### src/rtl/cdd_serial_link_pkg.sv
// Shared types and defaults for the CD-drive SCI serial responder.
package cdd_serial_link_pkg;

  typedef enum logic [1:0] {
    S_IDLE,
    S_ARMED,
    S_XFER,
    S_DONE
  } link_state_e;

  localparam int CDD_FRAME_LEN = 13;
  localparam int CDD_TIMEOUT   = 4096;
  localparam int CDD_TO_W      = 12;

  // Frame checksum byte: one's complement of the modulo-256 sum of the payload.
  function automatic logic [7:0] cdd_csum(input logic [7:0] sum);
    return ~sum;
  endfunction

endpackage

### src/rtl/cdd_frame_buf.sv
// 16x8 frame buffer: synchronous write, asynchronous read, cleared by reset.
module cdd_frame_buf (
  input  logic       CLK,
  input  logic       RST_N,
  input  logic       i_we,
  input  logic [3:0] i_waddr,
  input  logic [7:0] i_wdata,
  input  logic [3:0] i_raddr,
  output logic [7:0] o_rdata
);

  logic [7:0] r_mem [16];

  // NOTE: the array is built from flops, not a RAM macro, so it can and must be
  // cleared by reset; a RAM-inferred buffer could not take an async reset.
  always_ff @(posedge CLK or negedge RST_N) begin
    if (!RST_N) begin
      r_mem <= '{default: '0};
    end else if (i_we) begin
      r_mem[i_waddr] <= i_wdata;
    end
  end

  assign o_rdata = r_mem[i_raddr];

endmodule

### src/rtl/cdd_serial_link.sv
// Drive-side clocked-synchronous SCI responder: returns one status frame per
// request while capturing one command frame, with checksums both ways.
module cdd_serial_link
  import cdd_serial_link_pkg::*;
#(
  parameter int FRAME_LEN = CDD_FRAME_LEN,
  parameter int TIMEOUT   = CDD_TIMEOUT
) (
  input  logic       CLK,
  input  logic       RST_N,
  input  logic       CE,
  input  logic       SCK,
  input  logic       SDI,
  output logic       SDO,
  output logic       REQ_N,
  input  logic       ST_WE,
  input  logic [3:0] ST_ADDR,
  input  logic [7:0] ST_DATA,
  input  logic       ST_SEND,
  output logic       BUSY,
  input  logic [3:0] CMD_ADDR,
  output logic [7:0] CMD_DATA,
  output logic       CMD_RDY,
  output logic       CMD_ERR,
  output logic       ABORT
);

  localparam logic [4:0] LAST_IDX = 5'(FRAME_LEN - 1);

  link_state_e         r_state, w_state_nxt;
  logic                r_sck_old, r_sdo, r_cmd_err, r_abort;
  logic [7:0]          r_tx_sh, r_rx_sh, r_st_sum, r_cmd_sum;
  logic [2:0]          r_bit_cnt;
  logic [4:0]          r_byte_idx;
  logic [CDD_TO_W-1:0] r_to_cnt;

  logic                w_rise, w_fall, w_edge, w_active, w_to_hit, w_load;
  logic                w_st_we, w_cmd_we;
  logic [CDD_TO_W:0]   w_to_next;
  logic [7:0]          w_st_rdata, w_tx_byte, w_rx_byte;

  assign w_rise    = SCK & ~r_sck_old;
  assign w_fall    = ~SCK & r_sck_old;
  assign w_edge    = w_rise | w_fall;
  assign w_active  = (r_state == S_ARMED) || (r_state == S_XFER);
  assign w_to_next = {1'b0, r_to_cnt} + {{CDD_TO_W{1'b0}}, 1'b1};
  assign w_to_hit  = !w_edge && (int'(w_to_next) >= TIMEOUT);

  // A new status byte is due on the arming fall and on every fall that opens a byte.
  assign w_load    = w_fall && ((r_state == S_ARMED) || (r_bit_cnt == 3'd0));
  assign w_tx_byte = (r_byte_idx == LAST_IDX) ? cdd_csum(r_st_sum) : w_st_rdata;
  assign w_rx_byte = {SDI, r_rx_sh[7:1]};

  assign w_st_we   = CE && ST_WE && (r_state == S_IDLE);
  assign w_cmd_we  = CE && (r_state == S_XFER) && w_rise && (r_bit_cnt == 3'd7);

  cdd_frame_buf u_status_buf (
    .CLK     (CLK),
    .RST_N   (RST_N),
    .i_we    (w_st_we),
    .i_waddr (ST_ADDR),
    .i_wdata (ST_DATA),
    .i_raddr (r_byte_idx[3:0]),
    .o_rdata (w_st_rdata)
  );

  cdd_frame_buf u_cmd_buf (
    .CLK     (CLK),
    .RST_N   (RST_N),
    .i_we    (w_cmd_we),
    .i_waddr (r_byte_idx[3:0]),
    .i_wdata (w_rx_byte),
    .i_raddr (CMD_ADDR),
    .o_rdata (CMD_DATA)
  );

  always_ff @(posedge CLK or negedge RST_N) begin
    if (!RST_N) r_state <= S_IDLE;
    else        r_state <= w_state_nxt;
  end

  // NOTE: combinational logic uses blocking assignments, and the default at the
  // top guarantees every path assigns w_state_nxt, so no latch is inferred.
  always_comb begin
    w_state_nxt = r_state;
    case (r_state)
      S_IDLE:  if (CE && ST_SEND) w_state_nxt = S_ARMED;
      S_ARMED: if (CE && w_fall)  w_state_nxt = S_XFER;
      S_XFER: begin
        if (CE) begin
          if (w_to_hit) begin
            w_state_nxt = S_IDLE;
          end else if (w_rise && (r_bit_cnt == 3'd7) && (r_byte_idx == LAST_IDX)) begin
            w_state_nxt = S_DONE;
          end
        end
      end
      S_DONE:  if (CE) w_state_nxt = S_IDLE;
      default: w_state_nxt = S_IDLE;
    endcase
  end

  always_ff @(posedge CLK or negedge RST_N) begin
    if (!RST_N) begin
      r_sck_old  <= 1'b1;
      r_sdo      <= 1'b1;
      r_tx_sh    <= '0;
      r_rx_sh    <= '0;
      r_bit_cnt  <= '0;
      r_byte_idx <= '0;
      r_st_sum   <= '0;
      r_cmd_sum  <= '0;
      r_cmd_err  <= 1'b0;
      r_abort    <= 1'b0;
      r_to_cnt   <= '0;
    end else if (CE) begin
      r_sck_old <= SCK;
      r_abort   <= (r_state == S_XFER) && w_to_hit;
      r_to_cnt  <= ((r_state == S_XFER) && !w_edge) ? w_to_next[CDD_TO_W-1:0] : '0;

      if ((r_state == S_IDLE) && ST_SEND) begin
        r_sdo      <= 1'b1;
        r_cmd_err  <= 1'b0;
        r_bit_cnt  <= '0;
        r_byte_idx <= '0;
        r_st_sum   <= '0;
        r_cmd_sum  <= '0;
      end

      if (w_active && w_fall) begin
        if (w_load) begin
          r_sdo    <= w_tx_byte[0];
          r_tx_sh  <= w_tx_byte >> 1;
          r_st_sum <= r_st_sum + w_tx_byte;
        end else begin
          r_sdo   <= r_tx_sh[0];
          r_tx_sh <= r_tx_sh >> 1;
        end
      end

      if ((r_state == S_XFER) && w_rise) begin
        r_rx_sh   <= w_rx_byte;
        r_bit_cnt <= r_bit_cnt + 3'd1;
        if (r_bit_cnt == 3'd7) begin
          r_cmd_sum  <= r_cmd_sum + w_rx_byte;
          r_byte_idx <= r_byte_idx + 5'd1;
          if (r_byte_idx == LAST_IDX) r_cmd_err <= (w_rx_byte != cdd_csum(r_cmd_sum));
        end
      end
    end
  end

  assign SDO     = w_active ? r_sdo : 1'b1;
  assign REQ_N   = (r_state != S_ARMED);
  assign BUSY    = w_active;
  assign CMD_RDY = (r_state == S_DONE);
  assign CMD_ERR = r_cmd_err;
  assign ABORT   = r_abort;

endmodule

### config.mk
export PLATFORM = sky130hd
export DESIGN_NAME = cdd_serial_link
export DESIGN_NICKNAME = d
export VERILOG_FILES = /design/src/rtl/cdd_serial_link_pkg.sv /design/src/rtl/cdd_frame_buf.sv /design/src/rtl/cdd_serial_link.sv
export SDC_FILE = /design/constraint.sdc
export NUM_CORES = 1
export LEC_CHECK = 0
export BUFFER_PORTS_ARGS = -buffer_cell sky130_fd_sc_hd__buf_2
export CORE_ASPECT_RATIO = 1.2
export CORE_UTILIZATION = 52
export DETAILED_ROUTE_END_ITERATION = 8
export HOLD_SLACK_MARGIN = 0.03
export PLACE_DENSITY_LB_ADDON = 0.3
export SYNTH_ARGS = -nofsm -noshare
export SYNTH_HDL_FRONTEND = slang
export SYNTH_SLANG_ARGS = --single-unit
### constraint.sdc
create_clock -name CLK -period 5.5 [get_ports CLK]
set_input_delay 0.825 -clock CLK [delete_from_list [all_inputs] [get_ports CLK]]
set_output_delay 0.825 -clock CLK [all_outputs]
set_load 0.05 [all_outputs]
==> results.md, run 1 <==
* GRT Util Overall at between 20% and 30%
* Unrepaired setup endpoints after global routing: false
* Fin. Hold Viols at 0
* Metal-1 WL at between 10,000 and 15,000 um
* Setup_tns at 0 ns
* GPL Wtd Cong at about 0.81
* Die area at 0.0294 mm2
* Area leader, netlist: dfrtp_1
* Max IR drop VDD at between 0.3 and 0.4 mV
* Synth Area per Inst at around 14 um2
* Slowest stage delay, CP at between 0.9 and 1 ns
* Hold Buf Count CTS at 0
* R2R Setup Slk at ~1.6 ns
* Sequential power share at between 40% and 50%
* Slowest CP cell: dfrtp_1
* CTS tree: done
* Layout cell share with drive strength beyond 1 at 37.2%
* WL final at about 32,000 um
* Max Fanout on Critical Path at 19
* Critical Path End Type: flop
* Slew HR at between 20% and 30%
* Synth Warn # at 0
* DIE WIDTH at around 160 um
* Startpoint Class: flop
* Worst skew pair latency at about 0.55 ns
* Iter 0 DRT Violations at 691
* First-pass GRT wire length at 51,000 um
* Int Pwr at approximately 0.0043 W
* WL met2 at 16,700 um
* EDFF count, synth at 0
* Critical path class: flop to flop
* CP required at approximately 6 ns
* Layout area overhead at 9.77%
* Tmin final at about 3.9 ns
* Hpwl dp at around 20,000 um
* Post-synthesis sequential area ratio at 52.4%
* Highest-count cells in the layout ignoring fill and taps: dfrtp_1, mux2_2, nand2_1
* Setup Viol. Count Final at 0
* TritonCTS Buffers at 31
* Worst hold slack at about 0.36 ns
* Post-CTS Setup Inserts at 0
* I/O Buffers at 36
* Placement Rows at 67
* Crit path DAT at between 4 and 5 ns
* Max Fclk at around 250 MHz
* Clock Power Share at 35.6%
* Comb pwr share at approximately 16%
* Highest metal used: met4
* Pwr Density at ~360 mW/mm2
* Vias per cell at between 5 and 6
* Maximum buffer depth of the clock tree at 3
* Tcrit/Tclk final at 71.6%
* Post-synthesis cell type count at between 50 and 60
* Switching share of total power at between 20% and 30%
* Max-slew violations at 0
* Most used flip-flop cell after synthesis: dfrtp_1
* FF-to-FF End: r_st_sum[6]$_DFFE_PN0P_
* Total gr overflow at 0
* Clk_skew at just over 0.008 ns
* Status: complete, no violations
* Io pins at 37
* Pleak at around 8 nW
* DR WL met3 at approximately 1200 um
* Fill cells at 2,234
* Synthesized net count at 1,133
* Routed len/inst at about 21 um
* H-tree levels at 1
* CTS clk-pin slew, worst paths at 0.06 ns
* Worst R2R Start: r_byte_idx[1]$_DFFE_PN0P_
* Switch Pwr at roughly 0.0016 W
* Antenna diodes at 0
* Post-synthesis async set-or-reset flop share at between 90% and 100%
* Seq cells post-synth at approximately 310
* 1st-pass router iterations at 5
* Most common cell after layout, fill and taps aside: dfrtp_1
* Die Span Y at between 150 and 200 um
* Clock Sinks at 312
* Synth Instances at 1,079
* R2R cell count at 14
* Core Area at 0.0281 mm2
* Largest net degree at the start of global routing at about 120
* Antenna violations before repair at 0
* Root Driver: clkbuf_16
* Starting Density at 53.1%
* CTS resizes at 0
* DRT antenna net count at 0
* Cells along the critical path: inv_1, ha_1, nand3b_2, o22ai_1, a31oi_1, ha_1, inv_1, fa_1, nor2b_1, o21ai_0, a21boi_0, o21a_1, nor3_1, o31ai_1
* Mapped Area at around 0.015 mm2
* DR vias at roughly 8,800
* Max-Cap Viols at 0
* Worst-margin pin slew at 1.13 ns
* Vias in the first global route at 9,275
* Nets@finish at about 1,100
* Drt drc at 0
* Top area cells in the synthesized netlist: dfrtp_1, mux2_2, mux4_2
* Hold Path Class: primary input to asynchronous set/reset pin
* Top cell type's share of synthesized area at 52.0%
power by group through the flow:
stage	Clock [W]	Sequential (W)	Combinational [W]
detailed placement	0	0.00290	0.000984
floorplan	0	0.00279	0.000809
global route	0.00226	0.00291	0.00109
global placement	0	0.00289	0.000953
CTS	0.00216	0.00287	0.000988
finish	0.00212	0.00287	0.000975
worst max path at each step:
stage                                          from                       to  slack, ns
final                     r_byte_idx[1]$_DFFE_PN0P_  r_st_sum[6]$_DFFE_PN0P_       1.56
after global routing      r_byte_idx[0]$_DFFE_PN0P_  r_st_sum[6]$_DFFE_PN0P_       1.29
after CTS                 r_byte_idx[1]$_DFFE_PN0P_  r_st_sum[6]$_DFFE_PN0P_       1.59
after detailed placement                CMD_ADDR[0]              CMD_DATA[6]       1.60
after global placement                  CMD_ADDR[0]              CMD_DATA[1]       1.63
after floorplan                         CMD_ADDR[0]              CMD_DATA[1]       2.18
final cells by class:
cell class,instances,area [um2],area share (%)
multi-input combinational,679,6700,40.9
clock inverter,16,173,1.06
timing repair buffer,43,255,1.56
tap,379,474,2.90
sequential,312,7810,47.7
inverter,27,101,0.619
clock buffer,40,850,5.19
flip-flops by register name, indices dropped and copies added, names as in the netlist:
| register | count |
|---|---|
| r_sdo | 1 |
| r_state | 2 |
| r_byte_idx | 5 |
| u_cmd_buf.r_mem | 128 |
| r_sck_old | 1 |
| r_st_sum | 8 |
| u_status_buf.r_mem | 128 |
| ABORT | 1 |
| CMD_ERR | 1 |
| r_bit_cnt | 3 |
| r_tx_sh | 7 |
| r_to_cnt | 12 |
| r_rx_sh | 7 |
| r_cmd_sum | 8 |
cell families (layout without fill, tap and decap cells):
| kind of cell | Yosys count | in the layout | synth area share [%] |
|---|---|---|---|
| muxes | 322 | 322 | 30.6 |
| DFF | 312 | 312 | 52.4 |
| and+or+nand+nor | 203 | 203 | 6.26 |
| AOI/OAI and AO/OA | 107 | 107 | 4.48 |
| buffers and inverters | 88 | 126 | 2.67 |
| adders and majority gates | 31 | 31 | 2.70 |
| xor gates and xnor gates | 16 | 16 | 0.940 |
Yosys cell counts (all sizes together), types with 3 or more instances:
master and instances:
dfrtp 310, a21boi 3, mux2 243, nand2b 4, o31ai 3, xnor2 7, nor3 7, a21o 5
buf 19, mux4 78, clkbuf 42, nor2b 7, o22ai 9, a22o 6, o21ai 53, nand3 38
inv 26, a21oi 12, ha 29, nor2 38, o21a 6, xor2 9, and3 5, nand2 83
nand4 7, and2 6
routing by layer:
layer	track usage, %	vias up
met1	28.9	4660
met5	0	-
met2	40.5	146
met4	6.15	0
li1	-	3982
met3	2.92	49
per-stage QoR:
| stage | setup slack [ns] | cells | total power, W | utilization [%] | area [um2] |
|---|---|---|---|---|---|
| after floorplan | 2.18 | 1079 | 0.00360 | - | 14900 |
| after detailed placement | 1.60 | 1440 | 0.00389 | 54.6 | 15300 |
| after CTS | 1.59 | 1496 | 0.00602 | 58.3 | 16400 |
| after global placement | 1.63 | 1440 | 0.00384 | 54.6 | 15300 |
| after global routing | 1.29 | 1496 | 0.00626 | 58.3 | 16400 |
| final | 1.56 | 1496 | 0.00596 | 58.3 | 16400 |
worst max-delay path: cells and delay by family (launching register included):
| family | cells | cell delay (ns) |
|---|---|---|
| AO/OA/AOI/OAI | 6 | 1.09 |
| adder cells (fa/ha/maj) | 3 | 0.97 |
| buffers and inverters | 2 | 0.23 |
| flip-flops | 1 | 0.96 |
| AND/OR/NAND/NOR | 3 | 0.57 |
(Power assumes the default switching activity.)
==> inputs of run 2 (changes only) <==
==> constraint.sdc (replaced) <==
create_clock -name CLK -period 3.7 [get_ports CLK]
set_input_delay 0.555 -clock CLK [delete_from_list [all_inputs] [get_ports CLK]]
set_output_delay 0.555 -clock CLK [all_outputs]
set_load 0.05 [all_outputs]
==> run 2 against run 1 <==
Final cell count is 1.3% higher. Hold slack lost 0.12 ns. Sequential cell count unchanged. Largest power group unchanged. Highest routed layer unchanged.
==> results.md, run 2 (synthesis results as in run 1) <==
* Status: complete, no violations
* Fin. Hold Viols at 0
* DIE WIDTH at between 150 and 200 um
* Core Area at 0.0281 mm2
* Die area at between 0.02 and 0.03 mm2
* 1st-pass router iterations at 4
* Worst R2R Start: r_byte_idx[0]$_DFFE_PN0P_
* Final Instance Area at between 0.015 and 0.02 mm2
* Most common cell after layout, fill and taps aside: dfrtp_1
* I/O Buffers at 36
* Vias per cell at between 5 and 6
* Busiest layer in global routing: met2
* Critical path class: flop to flop
* GRT met1 Usage at 29.2%
* DP Worst Slack at 0.184 ns
* Switching share of total power at between 20% and 30%
* FF-to-FF End: r_st_sum[6]$_DFFE_PN0P_
* Worst hold slack at approximately 0.24 ns
* Int Pwr at 0.00639 W
* Crit path DAT at a little under 4 ns
* Max Fanout on Critical Path at 19
* Slowest stage delay, CP at approximately 0.61 ns
* Vias in the first global route at 9,202
* TritonCTS Buffers at 31
* Placement Rows at 67
* Slowest CP cell: dfrtp_4
* Family with the most delay on the worst path: compound AO/OA/AOI/OAI gates
* Pwr Density at roughly 530 mW/mm2
* Starting Density at 53.1%
* CTS tree: done
* Setup_tns at 0 ns
* Hold Startpoint: SCK
* Pleak at around 7.9 nW
* Io pins at 37
* H-tree levels at 1
* WL final at slightly above 30,000 um
* R2R cell count at 15
* Sequential power share at about half
* DR vias at 8,802
* Max Fclk at 287 MHz
* Top flop regs: u_cmd_buf.r_mem: 128 flops, u_status_buf.r_mem: 128 flops, r_to_cnt: 12 flops
* Critical Path End Type: flop
* Comb pwr share at 16.6%
* R2R Setup Slk at ~0.22 ns
* Tmin final at roughly 3.5 ns
* Hold Path Class: primary input to flop
* First-pass GRT wire length at between 40,000 and 50,000 um
* Root Driver: clkbuf_16
* Post-CTS Setup Inserts at 0
* Switch Pwr at 0.00239 W
* Layout area overhead at 10.9%
* CP required at 4.17 ns
* Max-Cap Viols at 0
* CTS clk-pin slew, worst paths at about 0.07 ns
* Highest-count cells in the layout ignoring fill and taps: dfrtp_1, mux2_2, nand2_1
* Die Span Y at between 150 and 200 um
* Worst-margin pin slew at around 0.76 ns
* Drt drc at 0
* Largest net degree at the start of global routing at 94
* Max IR drop VDD at roughly 0.5 mV
* Maximum buffer depth of the clock tree at 3
* GPL Wtd Cong at just over 0.8
* Clock Sinks at roughly 310
* Routed len/inst at 20.0 um
* Tcrit/Tclk final at 94.0%
* Slew HR at about half
* Buf+Inv Stages, Crit Path at 4
* Clk_skew at ~0.017 ns
* Iter 0 DRT Violations at between 400 and 500
* Met2 usage at 36.8%
* Antenna diodes at 0
* Clock Power Share at ~35%
* M3 GR Usage at 3.13%
* Cells along the critical path: buf_4, inv_1, ha_1, nand3b_2, buf_4, a31oi_1, ha_1, inv_1, fa_1, nor2b_1, o21ai_0, a21boi_0, o21a_1, nor3_1, o31ai_1
* Unrepaired setup endpoints after global routing: false
* Worst skew pair latency at 0.56 ns
* Hpwl dp at between 20,000 and 25,000 um
* Antenna violations before repair at 0
* Hold Path Cell Cnt at 3
* DRT antenna net count at 0
* Post-route setup slack at approximately 0.22 ns
* Layout cell share with drive strength beyond 1 at between 30% and 40%
* GRT Util Overall at roughly 22%
* WHS Endpoint: r_sck_old$_DFFE_PN1P_
* Total gr overflow at 0
* Dpl cell area at around 0.016 mm2
* Startpoint Class: flop
* Setup Viol. Count Final at 0
* Nets@finish at around 1,200
* Max-slew violations at 0
## run 2: cell count changes in the layout (fill, tap and decap cells not counted)
| cell | before | now |
|---|---|---|
| dlygate4sd3_1 | 0 | 1 |
| buf_4 | 6 | 22 |
| clkinvlp_4 | 4 | 0 |
| clkbuf_1 | 5 | 11 |
| dfrtp_2 | 1 | 0 |
| clkinv_2 | 7 | 4 |
| inv_6 | 1 | 2 |
| buf_12 | 1 | 5 |
| bufinv_16 | 3 | 2 |
| dfrtp_4 | 0 | 1 |
## run 2: power by group through the flow
| stage | logic [W] | registers, W | clock network (W) |
|---|---|---|---|
| floorplan | 0.00120 | 0.00415 | 0 |
| global placement | 0.00142 | 0.00433 | 0 |
| detailed placement | 0.00147 | 0.00434 | 0 |
| CTS | 0.00147 | 0.00429 | 0.00312 |
| global route | 0.00162 | 0.00435 | 0.00325 |
| finish | 0.00146 | 0.00429 | 0.00304 |
## run 2: how the worst max path moves through the flow
stage | from | endpoint | slack, ns | depth (start not counted)
6_report | r_byte_idx[0]$_DFFE_PN0P_ | r_st_sum[6]$_DFFE_PN0P_ | 0.22 | 15
5_1_grt | r_byte_idx[0]$_DFFE_PN0P_ | r_st_sum[6]$_DFFE_PN0P_ | 0.008 | 15
4_1_cts | r_byte_idx[0]$_DFFE_PN0P_ | r_st_sum[6]$_DFFE_PN0P_ | 0.18 | 11
3_5_place_dp | r_byte_idx[0]$_DFFE_PN0P_ | r_st_sum[5]$_DFFE_PN0P_ | 0.18 | 11
3_3_place_gp | r_byte_idx[0]$_DFFE_PN0P_ | r_st_sum[5]$_DFFE_PN0P_ | 0.23 | 11
2_1_floorplan | r_byte_idx[1]$_DFFE_PN0P_ | r_st_sum[6]$_DFFE_PN0P_ | 0.48 | 17
## run 2: area by class of cell
type                       instances  area (um2)
clock buffer                      46         872
clock inverter                     9         106
fill                            2215       11500
inverter                          27         101
multi-input combinational        679        6700
sequential                       312        7810
tap                              379         474
timing repair buffer              64         465
## run 2: through the flow
stage               util [%]  power [W]  cells
global route            58.9    0.00922   1516
detailed placement      55.3    0.00581   1460
floorplan                  -    0.00535   1079
finish                  58.9    0.00878   1516
CTS                     58.9    0.00888   1516
global placement        55.3    0.00576   1460
## run 2: worst register-to-register path: stages, from the launching register on
cell and delay, ns:
dfrtp_4 0.61, buf_4 0.23, inv_1 0.08, ha_1 0.27, nand3b_2 0.14, buf_4 0.21, a31oi_1 0.27, ha_1 0.22
inv_1 0.05, fa_1 0.39, nor2b_1 0.11, o21ai_0 0.09, a21boi_0 0.31, o21a_1 0.17, nor3_1 0.05, o31ai_1 0.18
## run 2: routing by layer
| metal | wire length [um] | vias to the layer above |
|---|---|---|
| met4 | 760 | 0 |
| met2 | 15200 | 140 |
| met3 | 1100 | 45 |
| met1 | 13200 | 4592 |
| li1 | - | 4025 |
| met5 | 0 | - |
## run 2: repair_timing
| item | CTS | global route |
|---|---|---|
| hold endpoints to repair | 67 | 0 |
| hold buffers | 1 | 0 |
| gates resized for setup | 0 | 1 |
| setup endpoints to repair | 0 | 3 |
==> inputs of run 3 (changes only) <==
--- a/config.mk
+++ b/config.mk
@@ -6,8 +6,9 @@
 export NUM_CORES = 1
 export LEC_CHECK = 0
 export BUFFER_PORTS_ARGS = -buffer_cell sky130_fd_sc_hd__buf_2
+export CAP_MARGIN = 30
 export CORE_ASPECT_RATIO = 1.2
-export CORE_UTILIZATION = 52
+export CORE_UTILIZATION = 40
 export DETAILED_ROUTE_END_ITERATION = 8
 export HOLD_SLACK_MARGIN = 0.03
 export PLACE_DENSITY_LB_ADDON = 0.3
==> run 3 against run 2 <==
Global-route usage fell by 3.6 points. Clock power grew 12%. Non-clock buffer count is 1 lower. Maximum frequency up 0.39%. Via count is 0.74% higher. Final cell count grew 6.5%. Largest cell class unchanged. First-iteration DRC count increased by 3.1%. Utilization fell by 13 points. Hold slack gained 0.051 ns. Worst setup slack better by 0.013 ns. Sequential cell count did not move. Die area increased by 30%.
==> results.md, run 3 (synthesis results as in run 1) <==
* Most common cell after layout, fill and taps aside: dfrtp_1
* DR vias at around 8,900
* Switching share of total power at 27.1%
* Setup_tns at 0 ns
* Routed len/inst at around 20 um
* I/O Buffers at 36
* Int Pwr at 0.00666 W
* Fin. Hold Viols at 0
* Crit path DAT at between 3 and 4 ns
* GPL Wtd Cong at around 0.79
* Max IR drop VDD at 0.356 mV
* Worst-margin pin slew at between 0.8 and 0.9 ns
* Antenna violations before repair at 1
* Hold Startpoint: SCK
* Io pins at 37
* Max Fclk at between 200 and 300 MHz
* WL final at approximately 32,000 um
* DRT antenna net count at 0
* Worst R2R Start: r_byte_idx[0]$_DFFE_PN0P_
* Maximum buffer depth of the clock tree at 3
* Switch Pwr at ~0.0025 W
* Top flop regs: u_cmd_buf.r_mem: 128 flops, u_status_buf.r_mem: 128 flops, r_to_cnt: 12 flops
* Clk_skew at between 0.02 and 0.025 ns
* Final std cells w/o fill at ~1,600
* Hold Path Cell Cnt at 3
* Clock Sinks at around 310
* Worst skew pair latency at 0.53 ns
* Largest net degree at the start of global routing at 133
* 1st-pass router iterations at 5
* Tcrit/Tclk final at between 90% and 100%
* Critical path class: flop to flop
* Max-Cap Viols at 0
* First-pass GRT wire length at around 53,000 um
* Pwr Density at 544 mW/mm2
* Tmin final at between 3 and 4 ns
* Status: complete, no violations
* DIE WIDTH at approximately 180 um
* Core Area at between 0.03 and 0.04 mm2
* Drt drc at 0
* Sequential power share at between 40% and 50%
* Total gr overflow at 0
* R2R Setup Slk at about 0.23 ns
* Comb pwr share at 16.1%
* Vias in the first global route at between 9,000 and 10,000
* Unrepaired setup endpoints after global routing: false
* Layout area overhead at 12.6%
* Iter 0 DRT Violations at between 400 and 500
* Max Fanout on Critical Path at 24
* FF-to-FF End: r_st_sum[6]$_DFFE_PN0P_
* Starting Density at approximately two fifths
* Vias per cell at roughly 5.5
* GRT Util Overall at a little under a fifth
* Die Span Y at 213 um
* R2R cell count at 12
* TritonCTS Buffers at 35
* Worst hold slack at between 0.2 and 0.3 ns
* H-tree levels at 2
* Max-slew violations at 0
* Placed insts at about 1,600
* CTS clk-pin slew, worst paths at 0.06 ns
* CP required at 4.12 ns
* Hpwl dp at 21,200 um
* Clock Power Share at between 30 and 40%
* CTS tree: done
* Root Driver: clkbuf_16
* Hold Path Class: primary input to flop
* Placement Rows at between 70 and 80
* WHS Endpoint: r_sck_old$_DFFE_PN1P_
* Critical Path End Type: flop
* Setup Viol. Count Final at 0
* Slew HR at between 40 and 50%
* Layout cell share with drive strength beyond 1 at between 30% and 40%
* Highest-count cells in the layout ignoring fill and taps: dfrtp_1, mux2_2, nand2_1
* Startpoint Class: flop
* Die area at between 0.03 and 0.04 mm2
* Pleak at 7.95 nW
* Nets@finish at ~1,200
## run 3: worst max path at each step
stage / startpoint / end / slack [ns] / cells after the start
6_report: r_byte_idx[0]$_DFFE_PN0P_ / r_st_sum[6]$_DFFE_PN0P_ / 0.23 / 12
5_1_grt: r_byte_idx[0]$_DFFE_PN0P_ / r_st_sum[6]$_DFFE_PN0P_ / 0.02 / 12
4_1_cts: r_byte_idx[0]$_DFFE_PN0P_ / r_st_sum[5]$_DFFE_PN0P_ / 0.19 / 12
3_5_place_dp: r_byte_idx[0]$_DFFE_PN0P_ / r_st_sum[5]$_DFFE_PN0P_ / 0.22 / 12
3_3_place_gp: r_byte_idx[0]$_DFFE_PN0P_ / r_st_sum[5]$_DFFE_PN0P_ / 0.28 / 12
2_1_floorplan: r_byte_idx[1]$_DFFE_PN0P_ / r_st_sum[6]$_DFFE_PN0P_ / 0.48 / 17
## run 3: what timing repair did
item	4_1_cts	5_1_grt
setup buffers	0	0
hold buffers	1	0
hold endpoints to repair	22	0
gates resized for setup	0	0
## run 3: cell type report
| class | instances | area [um2] |
|---|---|---|
| Sequential cell | 312 | 7810 |
| Inverter | 27 | 101 |
| Clock buffer | 51 | 1010 |
| Timing Repair Buffer | 63 | 470 |
| Antenna cell | 1 | 2.50 |
| Tap cell | 474 | 593 |
| Clock inverter | 7 | 104 |
| Multi-Input combinational cell | 679 | 6700 |
| Fill cell | 3321 | 20000 |
## run 3: critical path, stage by stage (launching register included)
cell and delay [ns]:
dfrtp_2 0.47, buf_12 0.23, mux4_1 0.57, mux4_2 0.47
nand2_1 0.10, o21ai_2 0.07, ha_1 0.32, nor2b_1 0.14
o21ai_0 0.22, a21boi_0 0.18, o21a_1 0.22, o21a_1 0.17
o31ai_1 0.20
## run 3: layer usage
layer	vias up	share of wire [%]	global-route usage, %
met5	-	0.025	0
met4	2	2.0	4.97
met1	4652	44	23.7
li1	4042	-	-
met2	122	51	31.3
met3	49	3.6	2.96
## run 3: per-stage QoR
step | power [W] | util, % | worst slack (ns) | instance area, um2
2_1_floorplan | 0.00535 | - | 0.479 | 14900
3_3_place_gp | 0.00578 | 42.6 | 0.276 | 15700
3_5_place_dp | 0.00583 | 42.6 | 0.221 | 15700
4_1_cts | 0.00925 | 45.6 | 0.190 | 16800
5_1_grt | 0.00960 | 45.6 | 0.0173 | 16800
6_report | 0.00913 | 45.6 | 0.235 | 16800
## run 3: power by group through the flow
stage	Combinational, W	Clock, W	Sequential (W)
detailed placement	0.00149	0	0.00434
floorplan	0.00120	0	0.00415
global route	0.00164	0.00360	0.00435
CTS	0.00150	0.00347	0.00428
global placement	0.00145	0	0.00434
finish	0.00147	0.00339	0.00428
